$ cat config.mk
export PLATFORM = sky130hd
export DESIGN_NAME = pc_fetch_unit
export DESIGN_NICKNAME = d
export VERILOG_FILES = /design/src/rtl/pc_fetch_unit_pkg.sv /design/src/rtl/pc_fetch_unit_branch_target_gen.sv /design/src/rtl/pc_fetch_unit.sv
export SDC_FILE = /design/constraint.sdc
export NUM_CORES = 1
export LEC_CHECK = 0
export BUFFER_PORTS_ARGS = -buffer_cell sky130_fd_sc_hd__buf_2
export CAP_MARGIN = 20
export CORE_ASPECT_RATIO = 1.25
export CORE_UTILIZATION = 45
export CTS_CLUSTER_DIAMETER = 80
export CTS_CLUSTER_SIZE = 16
export DETAILED_ROUTE_END_ITERATION = 8
export HOLD_SLACK_MARGIN = 0.1
export PLACE_DENSITY = 0.72
export SLEW_MARGIN = 0
export SYNTH_ARGS = -nofsm -noshare
export SYNTH_HDL_FRONTEND = slang
export SYNTH_SLANG_ARGS = --single-unit
$ cat constraint.sdc
create_clock -name clk -period 8.2 [get_ports clk]
set_clock_uncertainty 0.1 [all_clocks]
set_input_delay 0.41 -clock clk [delete_from_list [all_inputs] [get_ports clk]]
set_output_delay 0.41 -clock clk [all_outputs]
set_load 0.005 [all_outputs]
$ cat src/rtl/pc_fetch_unit_pkg.sv
// Shared constants for the fetch front end: control-transfer opcodes and fetch FSM states.
package pc_fetch_unit_pkg;

  localparam logic [6:0] OP_BRANCH = 7'b1100011;
  localparam logic [6:0] OP_JAL    = 7'b1101111;
  localparam logic [6:0] OP_JALR   = 7'b1100111;

  typedef enum logic [1:0] {
    ST_REQ  = 2'd0,
    ST_HOLD = 2'd1,
    ST_ERR  = 2'd2
  } fetch_state_e;

endpackage

$ cat src/rtl/pc_fetch_unit_branch_target_gen.sv
// Combinational decode of the instruction in execute into a redirect flag and target address.
module branch_target_gen
  import pc_fetch_unit_pkg::*;
#(
  parameter int WIDTH = 32
) (
  input  logic             ex_valid,
  input  logic [WIDTH-1:0] ex_inst,
  input  logic [WIDTH-1:0] ex_pc,
  input  logic [WIDTH-1:0] alu_out,
  input  logic             cmp_out,
  output logic             redirect,
  output logic [WIDTH-1:0] target
);

  logic [WIDTH-1:0] b_imm;
  logic [WIDTH-1:0] j_imm;
  logic [WIDTH-1:0] br_target;
  logic [WIDTH-1:0] jal_target;
  logic [WIDTH-1:0] jalr_target;

  assign b_imm = {{(WIDTH-13){ex_inst[31]}}, ex_inst[31], ex_inst[7],
                  ex_inst[30:25], ex_inst[11:8], 1'b0};
  assign j_imm = {{(WIDTH-21){ex_inst[31]}}, ex_inst[31], ex_inst[19:12],
                  ex_inst[20], ex_inst[30:21], 1'b0};

  // Targets wrap modulo 2^WIDTH; JALR clears bit 0 of rs1+imm.
  assign br_target   = ex_pc + b_imm;
  assign jal_target  = ex_pc + j_imm;
  assign jalr_target = alu_out & ~(WIDTH'(1));

  always_comb begin
    redirect = 1'b0;
    target   = br_target;
    case (ex_inst[6:0])
      OP_BRANCH: begin
        redirect = ex_valid & cmp_out;
        target   = br_target;
      end
      OP_JAL: begin
        redirect = ex_valid;
        target   = jal_target;
      end
      OP_JALR: begin
        redirect = ex_valid;
        target   = jalr_target;
      end
      default: begin
        redirect = 1'b0;
        target   = br_target;
      end
    endcase
  end

endmodule

$ cat src/rtl/pc_fetch_unit.sv
// Program counter and instruction fetch: one req/ack fetch at a time, one instruction held
// toward decode, with redirects from execute squashing wrong-path fetches.
module pc_fetch_unit
  import pc_fetch_unit_pkg::*;
#(
  parameter int               WIDTH    = 32,
  parameter logic [WIDTH-1:0] RESET_PC = '0
) (
  input  logic             clk,
  input  logic             rst,
  input  logic             ex_valid,
  input  logic [WIDTH-1:0] ex_inst,
  input  logic [WIDTH-1:0] ex_pc,
  input  logic [WIDTH-1:0] alu_out,
  input  logic             cmp_out,
  output logic             imem_req,
  output logic [WIDTH-1:0] imem_addr,
  input  logic             imem_ack,
  input  logic [WIDTH-1:0] imem_rdata,
  output logic             inst_valid,
  input  logic             inst_ready,
  output logic [WIDTH-1:0] inst_out,
  output logic [WIDTH-1:0] pc_out,
  output logic [WIDTH-1:0] pc_plus4,
  output logic             redirect,
  output logic             misalign_err
);

  fetch_state_e     state;
  logic [WIDTH-1:0] fetch_pc;
  logic [WIDTH-1:0] bus_pc;
  logic [WIDTH-1:0] target;
  logic             discard;

  branch_target_gen #(
    .WIDTH(WIDTH)
  ) u_target_gen (
    .ex_valid(ex_valid),
    .ex_inst (ex_inst),
    .ex_pc   (ex_pc),
    .alu_out (alu_out),
    .cmp_out (cmp_out),
    .redirect(redirect),
    .target  (target)
  );

  // While a squashed request is still outstanding the bus keeps its original address.
  assign imem_req   = (state == ST_REQ);
  assign imem_addr  = discard ? bus_pc : fetch_pc;
  assign inst_valid = (state == ST_HOLD) && !redirect;
  assign pc_plus4   = pc_out + WIDTH'(4);

  always_ff @(posedge clk) begin
    if (rst) begin
      state        <= ST_REQ;
      fetch_pc     <= RESET_PC;
      bus_pc       <= RESET_PC;
      discard      <= 1'b0;
      misalign_err <= 1'b0;
      inst_out     <= '0;
      pc_out       <= '0;
    end else begin
      case (state)
        ST_REQ: begin
          if (redirect) begin
            fetch_pc <= target;
            if (target[1]) begin
              misalign_err <= 1'b1;
              discard      <= 1'b0;
              state        <= ST_ERR;
            end else if (imem_ack) begin
              discard <= 1'b0;
            end else begin
              // Remember the in-flight address only on the first squash of this request.
              if (!discard) begin
                bus_pc <= fetch_pc;
              end
              discard <= 1'b1;
            end
          end else if (imem_ack) begin
            if (discard) begin
              discard <= 1'b0;
            end else begin
              inst_out <= imem_rdata;
              pc_out   <= fetch_pc;
              fetch_pc <= fetch_pc + WIDTH'(4);
              state    <= ST_HOLD;
            end
          end
        end
        ST_HOLD: begin
          if (redirect) begin
            fetch_pc <= target;
            if (target[1]) begin
              misalign_err <= 1'b1;
              state        <= ST_ERR;
            end else begin
              state <= ST_REQ;
            end
          end else if (inst_ready) begin
            state <= ST_REQ;
          end
        end
        ST_ERR: begin
          state <= ST_ERR;
        end
        default: begin
          state <= ST_ERR;
        end
      endcase
    end
  end

endmodule

==> load_flow_metrics.sql <==
INSERT INTO impl_metrics (metric_group, metric, value, unit) VALUES
('clock_network', 'cts_setup_buffers', '0', ''),
('synth', 'yosys_most_used_dff', 'sky130_fd_sc_hd__dfxtp_1', ''),
('synth', 'netlist_top_cells_area', 'sky130_fd_sc_hd__dfxtp_1 (31%), sky130_fd_sc_hd__nand2_1 (8.8%), sky130_fd_sc_hd__a21oi_1 (8.2%)', ''),
('synth', 'synthesized_area_fraction_occupied_by_xor_and_xnor_cells', '5.40', '%'),
('layout', 'fin_cells', '1564', ''),
('synth', 'post_synth_inst_count', '1102', ''),
('clock_network', 'insertion_delay', '0.41', 'ns'),
('route', 'firstDrtPassIters', '5', ''),
('worst_setup_path', 'cp_num_buf_inv', '1', ''),
('clock_network', 'clock-sinks', '132', ''),
('worst_hold_path', 'min-delay-start', 'imem_rdata[31]', ''),
('power', 'power.leakage', '4.85', 'nW'),
('synth', 'synth.yosys.warnings', '0', ''),
('power', 'power.switching_fraction', '26.8', '%'),
('timing', 'maxSlewViolCount', '0', ''),
('worst_setup_path', 'series_of_cell_instances_along_the_critical_path', 'buf_2 -> and4b_1 -> and2_1 -> and3_1 -> mux2_2 -> ha_1 -> fa_1 -> a21o_1 -> a221oi_2 -> o211a_1 -> o211ai_2 -> or3b_1 -> mux2_4 -> a211oi_2', ''),
('synth', 'synth_simple_gate_area_share', '22.2', '%'),
('placement', 'post_dp_cell_area', '9750', 'sq um'),
('global_routing', 'gr-usage-met1', '29.6', '%'),
('power', 'power.net_switching', '0.000507', 'W'),
('timing', 'post-route-period-util', '49.9', '%'),
('synth', 'syn-num-nets', '1272', ''),
('route', 'num_vias', '8648', ''),
('timing', 'finalSetupViolCount', '0', ''),
('worst_setup_path', 'critPathSlowestCell', 'sky130_fd_sc_hd__and3_1', ''),
('worst_setup_path', 'critical_path.reg2reg.startpoint', 'fetch_pc[7]', ''),
('synth', 'async_sr_flop_fraction', '0', '%'),
('floorplan', 'die_x', '124', 'microns'),
('clock_network', 'cts-buffers-inserted', '17', ''),
('synth', 'synth.yosys.seq_area_share', '31.3', '%'),
('global_routing', 'grt.met2_usage', '43.4', '%'),
('clock_network', 'clk_path_buf_depth', '2', ''),
('global_routing', 'number_of_antenna_violations_at_the_first_check_in_global_routing', '0', ''),
('worst_setup_path', 'cp_max_fo', '14', ''),
('worst_setup_path', 'crit_start', 'ex_inst[4]', ''),
('layout', 'layout-area-overhead-vs-synth', '23.4', '%'),
('worst_hold_path', 'number_of_cells_traversed_by_the_worst_hold_path', '3', ''),
('worst_setup_path', 'crit_arrival', '4.33', 'ns'),
('layout', 'nets', '1493', ''),
('power', 'power_share_of_the_sequential_group', '36.7', '%'),
('synth', 'post-synth-top-area-cell', 'sky130_fd_sc_hd__dfxtp_1', ''),
('layout', 'sequential_cell_area', '2640', 'sq um'),
('power', 'p_per_area', '182', 'nW/um^2'),
('route', 'first_iter_violations', '626', ''),
('synth', 'unique_cell_type_count_in_the_yosys_netlist', '73', ''),
('route', 'post-route-drc-count', '0', ''),
('floorplan', 'fp.dieH', '155', 'microns'),
('layout', 'final_layout_size_suffix_gt1_share', '27.0', '%'),
('outcome', 'result_of_the_run', 'finished, final reports clean', ''),
('synth', 'syn_avg_cell_area', '7.66', 'sq um'),
('global_routing', 'grt_most_used_layer', 'met2', ''),
('worst_setup_path', 'reg2regPathDepth', '8', ''),
('placement', 'gpl.final_weighted_congestion', '0.904', ''),
('floorplan', 'initial_core_utilization', '46.3', '%'),
('synth', 'area_fraction_of_the_dominant_cell_type_after_synthesis', '31.3', '%'),
('global_routing', 'number_of_global_route_vias_before_repair', '8016', ''),
('route', 'drt.antenna.violating_nets', '0', ''),
('timing', 'fin_crit', '4.09', 'ns'),
('floorplan', 'num_io_pins', '266', ''),
('route', 'detail_route.vias_per_cell', '5.53', ''),
('timing', 'max_freq', '244', 'MHz'),
('worst_hold_path', 'timing.hold.worst_endpoint', 'inst_out[31]', ''),
('clock_network', 'clock_tree.htree_level_count', '4', ''),
('clock_network', 'cts_tree', 'done', ''),
('worst_setup_path', 'timing.critical_path.to_type', 'flip-flop', ''),
('power', 'pwr-share-comb', '18.1', '%'),
('global_routing', 'grt_max_degree', '91', ''),
('clock_network', 'worst_setup_hold_path_clk_slew', '0.06', 'ns'),
('synth', 'synth_compound_area_share', '21.0', '%'),
('floorplan', 'row_count', '55', ''),
('placement', 'dp_cells', '1532', '');
==> worst max-delay path by stage <==
| stage | endpoint | slack [ns] | cells past startpoint |
|---|---|---|---|
| final | fetch_pc[27] | 4.11 | 14 |
| after CTS | fetch_pc[27] | 4.07 | 14 |
| after floorplan | fetch_pc[27] | 4.16 | 14 |
| after global routing | fetch_pc[13] | 3.83 | 14 |
| after global placement | fetch_pc[27] | 3.70 | 14 |
| after detailed placement | fetch_pc[27] | 3.64 | 14 |
==> stage by stage <==
stage          worst slack, ns  util (%)  total power [W]
2_1_floorplan             4.16         -         0.000935
3_3_place_gp              3.70      53.5          0.00104
5_1_grt                   3.83      57.1          0.00197
4_1_cts                   4.07      57.1          0.00190
6_report                  4.11      57.1          0.00189
3_5_place_dp              3.64      53.5          0.00105
==> routing by layer <==
| layer | vias up | wire [microns] |
|---|---|---|
| met1 | 3950 | 10400 |
| met5 | - | 0 |
| met3 | 50 | 1350 |
| met2 | 311 | 12000 |
| li1 | 4337 | - |
| met4 | 0 | 771 |
==> power groups by stage <==
stage / combinational (W) / sequential, W / clock (W)
after floorplan: 0.000237 / 0.000699 / 0
after global placement: 0.000339 / 0.000706 / 0
after detailed placement: 0.000342 / 0.000707 / 0
after CTS: 0.000344 / 0.000693 / 0.000867
after global routing: 0.000382 / 0.000697 / 0.000893
final: 0.000343 / 0.000693 / 0.000855
==> sequential cells by signal (all words and copies together) (netlist names) <==
signal / count
state: 2
discard: 1
misalign_err: 1
pc_out: 32
fetch_pc: 32
bus_pc: 32
inst_out: 32
==> cell usage in the layout, fill, tap and decap left out, types with 24 or more instances in the layout <==
master,Yosys,layout
sky130_fd_sc_hd__nand2_1,199,198
sky130_fd_sc_hd__dfxtp_1,132,132
sky130_fd_sc_hd__a21o_1,24,24
sky130_fd_sc_hd__a21oi_1,138,138
sky130_fd_sc_hd__buf_2,18,263
sky130_fd_sc_hd__mux2_2,36,36
sky130_fd_sc_hd__nand3_1,30,30
sky130_fd_sc_hd__ha_1,35,35
sky130_fd_sc_hd__nor2_1,110,109
sky130_fd_sc_hd__mux2i_1,36,36
sky130_fd_sc_hd__o21ai_0,52,52
sky130_fd_sc_hd__xnor2_1,37,37
==> logic make-up (layout without fill, tap and decap cells) <==
family / after synthesis / after routing
AOI/OAI and AO/OA: 294 / 294
xor gates and xnor gates: 52 / 52
adders and majority gates: 36 / 36
buffers and inverters: 88 / 322
DFF: 132 / 132
muxes: 73 / 73
and+or+nand+nor: 427 / 427
==> final cells by class <==
class                   count  share of cell area (%)
multi-input cells         882                    51.4
flip-flops and latches    132                    25.4
repair buffers            276                    13.6
clock buffers              19                    4.16
well taps                 228                    2.74
clock inverters            13                    2.21
inverters                  14                   0.505
==> worst reg2reg max path: stages (launching register included) <==
cell,delay (ns)
sky130_fd_sc_hd__dfxtp_1,0.50
sky130_fd_sc_hd__inv_1,0.11
sky130_fd_sc_hd__nor4_1,0.77
sky130_fd_sc_hd__nand4_1,0.37
sky130_fd_sc_hd__o21ai_0,0.27
sky130_fd_sc_hd__nand3_1,0.10
sky130_fd_sc_hd__o21a_1,0.13
sky130_fd_sc_hd__a31oi_1,0.13
sky130_fd_sc_hd__a21oi_1,0.07
==> synthesized netlist by cell type (5+ instances only) <==
library cell                number
sky130_fd_sc_hd__o211ai_1        5
sky130_fd_sc_hd__a21o_1         24
sky130_fd_sc_hd__buf_2          18
sky130_fd_sc_hd__mux2_2         36
sky130_fd_sc_hd__nor4_1          6
sky130_fd_sc_hd__inv_1          13
sky130_fd_sc_hd__clkbuf_1       38
sky130_fd_sc_hd__o21bai_1        5
sky130_fd_sc_hd__ha_1           35
sky130_fd_sc_hd__a41oi_1         5
sky130_fd_sc_hd__nand3_1        30
sky130_fd_sc_hd__a211oi_1       11
sky130_fd_sc_hd__or3_1           6
sky130_fd_sc_hd__a2111oi_0       5
sky130_fd_sc_hd__nand4_1        18
sky130_fd_sc_hd__xnor2_1        37
sky130_fd_sc_hd__xor2_1         15
sky130_fd_sc_hd__a21oi_1       138
sky130_fd_sc_hd__nand2_1       199
sky130_fd_sc_hd__and3_1         12
sky130_fd_sc_hd__dfxtp_1       132
sky130_fd_sc_hd__o21ai_0        52
sky130_fd_sc_hd__mux2i_1        36
sky130_fd_sc_hd__nor3_1         20
sky130_fd_sc_hd__a31oi_1        13
sky130_fd_sc_hd__nor2_1        110
Power figures use the tool's default switching activity.
